--- src/rtl/counter_controller_pkg.sv ---
// Shared definitions for the counter sequencer: state encoding and default width.
package counter_controller_pkg;

  localparam int DEFAULT_WIDTH = 3;

  localparam logic [1:0] ST_IDLE = 2'd0;
  localparam logic [1:0] ST_RUN  = 2'd1;
  localparam logic [1:0] ST_HOLD = 2'd2;
  localparam logic [1:0] ST_DONE = 2'd3;

endpackage

--- src/rtl/counter_controller_count_core.sv ---
// WIDTH-bit counter register with synchronous clear, enable and wrap-to-zero.
// Clear dominates enable; wrap_zero selects 0 instead of count+1 when enabled.
module count_core #(
  parameter int WIDTH = 3
) (
  input  logic             clock,
  input  logic             reset,
  input  logic             clear,
  input  logic             enable,
  input  logic             wrap_zero,
  output logic [WIDTH-1:0] count
);

  logic [WIDTH-1:0] count_q;
  logic [WIDTH-1:0] count_d;

  always_comb begin
    count_d = count_q;
    if (clear) begin
      count_d = '0;
    end else if (enable) begin
      count_d = wrap_zero ? '0 : count_q + WIDTH'(1);
    end
  end

  always_ff @(posedge clock) begin
    if (reset) begin
      count_q <= '0;
    end else begin
      count_q <= count_d;
    end
  end

  assign count = count_q;

endmodule

--- src/rtl/counter_controller.sv ---
// Sequencer for the counter core: start/pause/stop/terminate against a latched
// limit in one-shot or periodic mode, with registered done and wrap pulses.
module counter_controller
  import counter_controller_pkg::*;
#(
  parameter int WIDTH = DEFAULT_WIDTH
) (
  input  logic             clock,
  input  logic             reset,
  input  logic             start,
  input  logic             stop,
  input  logic             hold,
  input  logic             periodic,
  input  logic [WIDTH-1:0] limit,
  output logic [WIDTH-1:0] count,
  output logic             busy,
  output logic             done,
  output logic             wrap
);

  logic [1:0]       state_q, state_d;
  logic [WIDTH-1:0] limit_q, limit_d;
  logic             periodic_q, periodic_d;
  logic             wrap_q, wrap_d;

  logic             at_limit;
  logic             start_ok;
  logic             active;
  logic             advancing;
  logic             core_clear;
  logic             core_enable;

  assign at_limit = (count == limit_q);
  assign active   = (state_q == ST_RUN) || (state_q == ST_HOLD);
  // stop beats start, and a running count is never restarted
  assign start_ok = start && !stop && ((state_q == ST_IDLE) || (state_q == ST_DONE));

  always_ff @(posedge clock) begin
    if (reset) begin
      state_q    <= ST_IDLE;
      limit_q    <= '0;
      periodic_q <= 1'b0;
      wrap_q     <= 1'b0;
    end else begin
      state_q    <= state_d;
      limit_q    <= limit_d;
      periodic_q <= periodic_d;
      wrap_q     <= wrap_d;
    end
  end

  always_comb begin
    state_d    = state_q;
    limit_d    = limit_q;
    periodic_d = periodic_q;
    case (state_q)
      ST_IDLE: if (start_ok) state_d = ST_RUN;
      ST_RUN: begin
        if (stop)                           state_d = ST_IDLE;
        else if (hold)                      state_d = ST_HOLD;
        else if (at_limit && !periodic_q)   state_d = ST_DONE;
      end
      ST_HOLD: begin
        if (stop)       state_d = ST_IDLE;
        else if (!hold) state_d = ST_RUN;
      end
      ST_DONE: state_d = start_ok ? ST_RUN : ST_IDLE;
      default: state_d = ST_IDLE;
    endcase
    if (start_ok) begin
      limit_d    = limit;
      periodic_d = periodic;
    end
  end

  always_comb begin
    advancing   = (state_q == ST_RUN) && !stop && !hold;
    core_clear  = start_ok || (active && stop);
    // one-shot terminal cycle leaves the count parked at the limit
    core_enable = advancing && !(at_limit && !periodic_q);
    wrap_d      = advancing && at_limit && periodic_q;
  end

  count_core #(
    .WIDTH(WIDTH)
  ) u_core (
    .clock     (clock),
    .reset     (reset),
    .clear     (core_clear),
    .enable    (core_enable),
    .wrap_zero (at_limit),
    .count     (count)
  );

  assign busy = active;
  assign done = (state_q == ST_DONE);
  assign wrap = wrap_q;

endmodule

--- config.mk ---
export PLATFORM = sky130hd
export DESIGN_NAME = counter_controller
export DESIGN_NICKNAME = d
export VERILOG_FILES = /design/src/rtl/counter_controller_pkg.sv /design/src/rtl/counter_controller_count_core.sv /design/src/rtl/counter_controller.sv
export SDC_FILE = /design/constraint.sdc
export NUM_CORES = 1
export LEC_CHECK = 0
export BUFFER_PORTS_ARGS = -buffer_cell sky130_fd_sc_hd__buf_4
export CAP_MARGIN = 20
export CELL_PAD_IN_SITES_DETAIL_PLACEMENT = 1
export CELL_PAD_IN_SITES_GLOBAL_PLACEMENT = 1
export CORE_MARGIN = 3
export CORE_UTILIZATION = 33
export CTS_BUF_LIST = sky130_fd_sc_hd__clkbuf_8 sky130_fd_sc_hd__clkbuf_16
export DETAILED_ROUTE_END_ITERATION = 7
export GPL_TIMING_DRIVEN = 0
export PLACE_DENSITY = 0.8
export SYNTH_ARGS = -nofsm -noshare
export SYNTH_HDL_FRONTEND = slang
export SYNTH_SLANG_ARGS = --single-unit
--- constraint.sdc ---
create_clock -name clock -period 1.8 [get_ports clock]
set_input_delay 0.09 -clock clock [delete_from_list [all_inputs] [get_ports clock]]
set_output_delay 0.09 -clock clock [all_outputs]
set_load 0.05 [all_outputs]
== Word level (Yosys, flattened, before mapping) ==
Cells that the tools add are included.

* Register bits: 10
* Input port bits: 9
* Output and inout port bits: 6
* Word-level logic and storage cells: 41

* Add/subtract/negate cells: 1
* Equal/unequal tests: 7
* Multiplexer cells: 9
* Reduce and logical (&&, ||, !) cells: 19

{| class="wikitable"
|+ Operator list
! cell !! number
|-
| 2-bit 2-to-1 mux || 6
|-
| 1-bit logical AND || 9
|-
| 2-bit one-hot mux with 4 select lines || 1
|-
| 2-bit equality test (second input constant) || 2
|-
| 1-bit zero test || 4
|-
| 4-bit by 3-bit != test with 1-bit output (second input constant) || 1
|-
| 3-bit by 1-bit adder with 3-bit output (second input constant) || 1
|-
| 3-bit equality test || 1
|-
| 1-bit logical OR || 3
|-
| 3-bit 2-to-1 mux || 1
|-
| 3-bit != test (second input constant) || 1
|-
| 3-bit AND reduction || 1
|-
| 2-bit by 1-bit equality test with 1-bit output (second input constant) || 1
|-
| 2-bit zero test || 1
|-
| 2-bit != test (second input constant) || 1
|-
| 2-bit OR reduction || 1
|-
| 1-bit 2-to-1 mux || 1
|}

== Logic depth before layout (Yosys ltp) ==
* Word-level depth: 6
* Gate-level depth with buffers: 6
* Mapped depth without buffers: 6

== Cells and area by module ==
Synthesis repeated with hierarchy kept, for this count alone.

* Cells, all modules: 60
* Area, all modules: 590.6 µm²

{| class="wikitable"
|+ Modules (own cells, without submodules)
! module !! times used !! cells an instance !! area an instance (µm²) !! seq. area each (µm²)
|-
| counter_controller || 1 || 45 || 434.2 || 140.1
|-
| count_core || 1 || 15 || 156.4 || 60.1
|}

== Least setup slack after synthesis ==
Ideal clock, no wire load.

* Path kind: reg2reg
* Start: register state_q[0]
* End: register state_q[1]
* Setup time: 0.116 ns
* Arrival: 1.867 ns
* Required time: 1.684 ns
* Slack: -0.183 ns
* Cell stages (with the launch flop): 7
* Path buffers: 0
* Clock period less this slack: 1.983 ns
* Cells stage by stage: dfxtp_1 -> inv_1 -> ha_1 -> nor3b_4 -> nand2b_1 -> a311oi_2 -> a41o_1

* Word-level cells in the longest chain between the ends: 5
* Elaborated cells on any way between the ends: 11
* Those cells by class: eq/ne: 6; mux: 1; reduce/logical: 4

{| class="wikitable"
|+ RTL lines
! item !! line !! RTL
|-
| start: declaration || counter_controller.sv:21 || <nowiki>logic [1:0] state_q, state_d;</nowiki>
|-
| start signal: assignment || counter_controller.sv:45 || <nowiki>state_q <= state_d;</nowiki>
|-
| 2-bit equality test / 2-bit zero test (equally long branches) || counter_controller.sv:36, counter_controller.sv:56 ||
|-
| 1-bit logical OR || counter_controller.sv:36 || <nowiki>assign start_ok = start && !stop && ((state_q == ST_IDLE) || (state_q == ST_DONE));</nowiki>
|-
| 1-bit logical AND || counter_controller.sv:36 ||
|-
| 2-bit != test (no line) || -- ||
|-
| 3-bit AND reduction (no line) || -- ||
|}

Several ways; a longest one is shown, not always the timed one.
A chain may end at the register's enable or synchronous reset.

== Worst setup path after layout ==
* Start: register state_q[1]
* End: register state_q[1]

Same word-level chain as after synthesis.

==> impl.org <==
** Status
- Result of the run :: finished, final reports clean

** Layout
- Most frequent standard cell in the layout excluding fill and tap cells :: buf_4
- Number of nets in the layout :: 96
- At the end of the flow the core is filled with cells to 0.5243.
- In the final layout, the share of cells above drive strength 1 is 0.4125.
- In the layout the commonest cells are buf_4 (17), dfxtp_1 (8), nor2_1 (6).
- Fill cells in the final layout number 180.
- Relative area change from synthesis to final layout :: 43.04%
- Total area of sequential cells :: between 200 and 250 um2
- Diodes inserted :: 0
- Area taken by multi-input logic gates :: slightly above 400 um2

** Clock network
- The number of clock buffers added by TritonCTS is 3.
- TritonCTS built the clock tree.
- Clock tree synthesis selected as its root buffer the cell clkbuf_8.
- The longest clock path from root to sink contains 2 buffers.
- At the later pin of the worst-skew pair, clock insertion delay measures 240 ps.
- The clock drives 10 sinks.
- After clock tree synthesis, the clock-pin slew on the worst setup and hold paths is 50 ps.
- Maximum level of the CTS H-tree :: 1

** Timing
- After routing, the total negative slack on setup checks comes to 0 ps.
- Share of the clock period used by the worst path :: 0.9566
- Worst slew margin relative to its limit :: 0.6747
- Across the routed clock network, the largest skew measured is ~2.7 ps.
- The final max-slew violation count came to 0.
- Minimum period implied by the final worst setup slack :: approximately 1700 ps
- Slew at the pin closest to its max-slew limit :: about 490 ps
- Setup violations remaining at the end of the flow were counted as 0.
- Fin. Hold Viols :: 0
- Timing would allow up to around 0.58 GHz.

** GRT
- The number of antenna violations at the first check in global routing came to 0.
- Global routing finished with a remaining overflow of 0.
- The via count of the first global-routing pass came to between 500 and 600.
- Entering global routing, the biggest net connects 10 pins.
- The first global-routing pass estimated ~2500 um of wire.
- Global routing usage summed across all routing layers :: 0.1596

** Floorplanning
- Boundary Pins :: 15
- Die W :: 48.08 um
- The floorplan step defined a die boundary enclosing 2312 um2.
- For this configuration, the core starts out at a cell density of 0.3666.
- After floorplanning, the core was sized to cover approximately 1600 um2.
- Number of placement rows :: 14
- Vertical die dimension :: 48.08 um

** Synth
- Area share of the largest cell type after synthesis :: 0.3426
- Register bit count reported by yosys :: 10
- Count of cell types in the netlist :: 28
- During synthesis, Yosys emitted a total of 0 warnings.
- The cell count after synthesis came out at 59.
- Counting every net in the synthesized netlist gives 74.
- Biggest area contributors in the synthesized netlist :: dfxtp_1 (34%), ha_1 (13%), mux2i_1 (5.1%)
- Cell type contributing the most total cell area after synthesis :: dfxtp_1
- Netlist area before placement :: slightly below 600 um2
- For this run, the register share of the synthesized area comes to 0.3426.
- Synthesized area divided by synthesized cell count :: ~9.9 um2

** Place
- Detailed placement finished with a half-perimeter wire length of between 1000 and 1500 um.
- Routability-driven placement congestion ratio :: between 0.6 and 0.7
- In this run the tool buffered the top-level ports with 13 buffer cells.

** Power
- Static power due to leakage :: between 0.0003 and 0.0004 uW
- Total power per unit cell area :: 878.4 nW/um2
- Across the VDD grid, the largest voltage drop is between 0.0003 and 0.0004 V.

** Detailed routing
- Detail-routed net length per standard cell :: 16.68 um
- Post-detailed-route via-to-cell ratio :: 5.269
- Violation count after the first detailed-route iteration :: 3
- Number of remaining DRC errors :: 0
- Total via count in the routed design :: roughly 550
- For this run, the detailed router's first-pass iteration total came to 4.
- The final layout contains routed wiring with a total length of 1735 um.
- Once detail routing completed, the nets flagged for antenna violations numbered 0.

** Job
- The tool flagged a number of max-cap violations equal to 0.

** Setup path
- Data on the critical path is required at its endpoint by ~2000 ps.
- STA puts the critical path data arrival time at around 1900 ps.
- Critical path start-end classification :: flop to flop
- Worst-path fanout max :: 4
- The worst setup path is captured at a flop.
- Worst setup SP type :: flop

** Min path
- The tightest min-delay check is of the primary input to flop type.
-- sequential cells by signal, summed over array words and instances, names as in the netlist --
name,cells
wrap,1
u_core.count,3
limit_q,3
state_q,2
periodic_q,1
-- path summary, 6_finish.rpt --
check	cells past startpoint	end	slack (ps)	startpoint
worst max-delay path	6	state_q[1]	80	state_q[1]
worst min register to register	2	wrap	500	periodic_q
worst max register to register	6	state_q[1]	80	state_q[1]
worst min-delay path	3	limit_q[0]	90	limit[0]
-- cell usage after synthesis --
cell type and n:
a211o_2 1, a32oi_1 1, dfxtp_1 10, a41o_1 1, clkbuf_2 1, nor3_1 1, nor4b_1 1, and2b_2 1
a311oi_2 1, xnor2_1 3, nand2_1 4, nand3_1 1, a311oi_1 1, a41o_4 1, inv_1 3, nor3b_4 1
nor2_1 6, nor3b_1 2, a21oi_1 3, o21ai_0 1, or3b_4 1, a31oi_1 1, nand3b_1 1, mux2i_1 3
ha_1 6, nor4_1 1, nor2b_1 1, nand2b_1 1
-- cell type report --
type / count / share of cell area
Sequential cell: 10 / 0.2425
Timing Repair Buffer: 17 / 0.1527
Tap cell: 24 / 0.03593
Clock buffer: 4 / 0.06587
Buffer: 1 / 0.005988
Inverter: 3 / 0.01347
Multi-Input combinational cell: 45 / 0.4835
-- layer usage --
layer / vias to the layer above / track usage / wire (um)
met5: - / 0 / 0
li1: 255 / - / -
met2: 16 / 0.2639 / 886
met4: 0 / 0.06989 / 6
met3: 2 / 0.04135 / 61
met1: 275 / 0.1929 / 781
-- stage by stage --
| step | setup slack, ps | hold WS (ps) | cells | total power, uW | area (um2) |
|---|---|---|---|---|---|
| after floorplan | 45.71 | 228.6 | 59 | 380.2 | 596.8 |
| after global placement | -104.5 | 316.2 | 96 | 418.4 | 724.4 |
| after detailed placement | -113.2 | 332.9 | 96 | 425.9 | 724.4 |
| after CTS | 18.28 | 86.31 | 101 | 722.9 | 787.0 |
| after global routing | -14.48 | 125.4 | 104 | 769.1 | 835.8 |
| final | 78.04 | 93.40 | 104 | 734.1 | 835.8 |
-- logic make-up (layout without fill, tap and decap cells) --
kind of cell | after synthesis | after routing | synth area share
AND/OR/NAND/NOR | 22 | 22 | 0.2334
AO/OA/AOI/OAI | 11 | 11 | 0.1713
XOR/XNOR | 3 | 3 | 0.04498
flip-flops | 10 | 10 | 0.3426
buffers and inverters | 4 | 25 | 0.02783
multiplexers | 3 | 3 | 0.05139
adder cells (fa/ha/maj) | 6 | 6 | 0.1285
-- critical path, cell delays in order (launching register included) --
cell and delay, ps:
dfxtp_2 330, inv_2 90, ha_4 140, or3b_4 390
a41o_4 270, a311oi_4 300, a41o_1 130
-- repair_timing --
item / CTS / global route
pin swaps: 1 / 1
setup endpoints to repair: 2 / 1
setup buffers: 1 / 3
gates resized for setup: 1 / 5
hold buffers: 0 / 0
-- report_power, final --
part	leakage [uW]	internal, uW	switching (uW)
clock	0.0000288	193	98.2
sequential	0.0000820	235	13.3
combinational	0.000229	84.0	110
No activity file was read; power rests on OpenSTA's default activity.
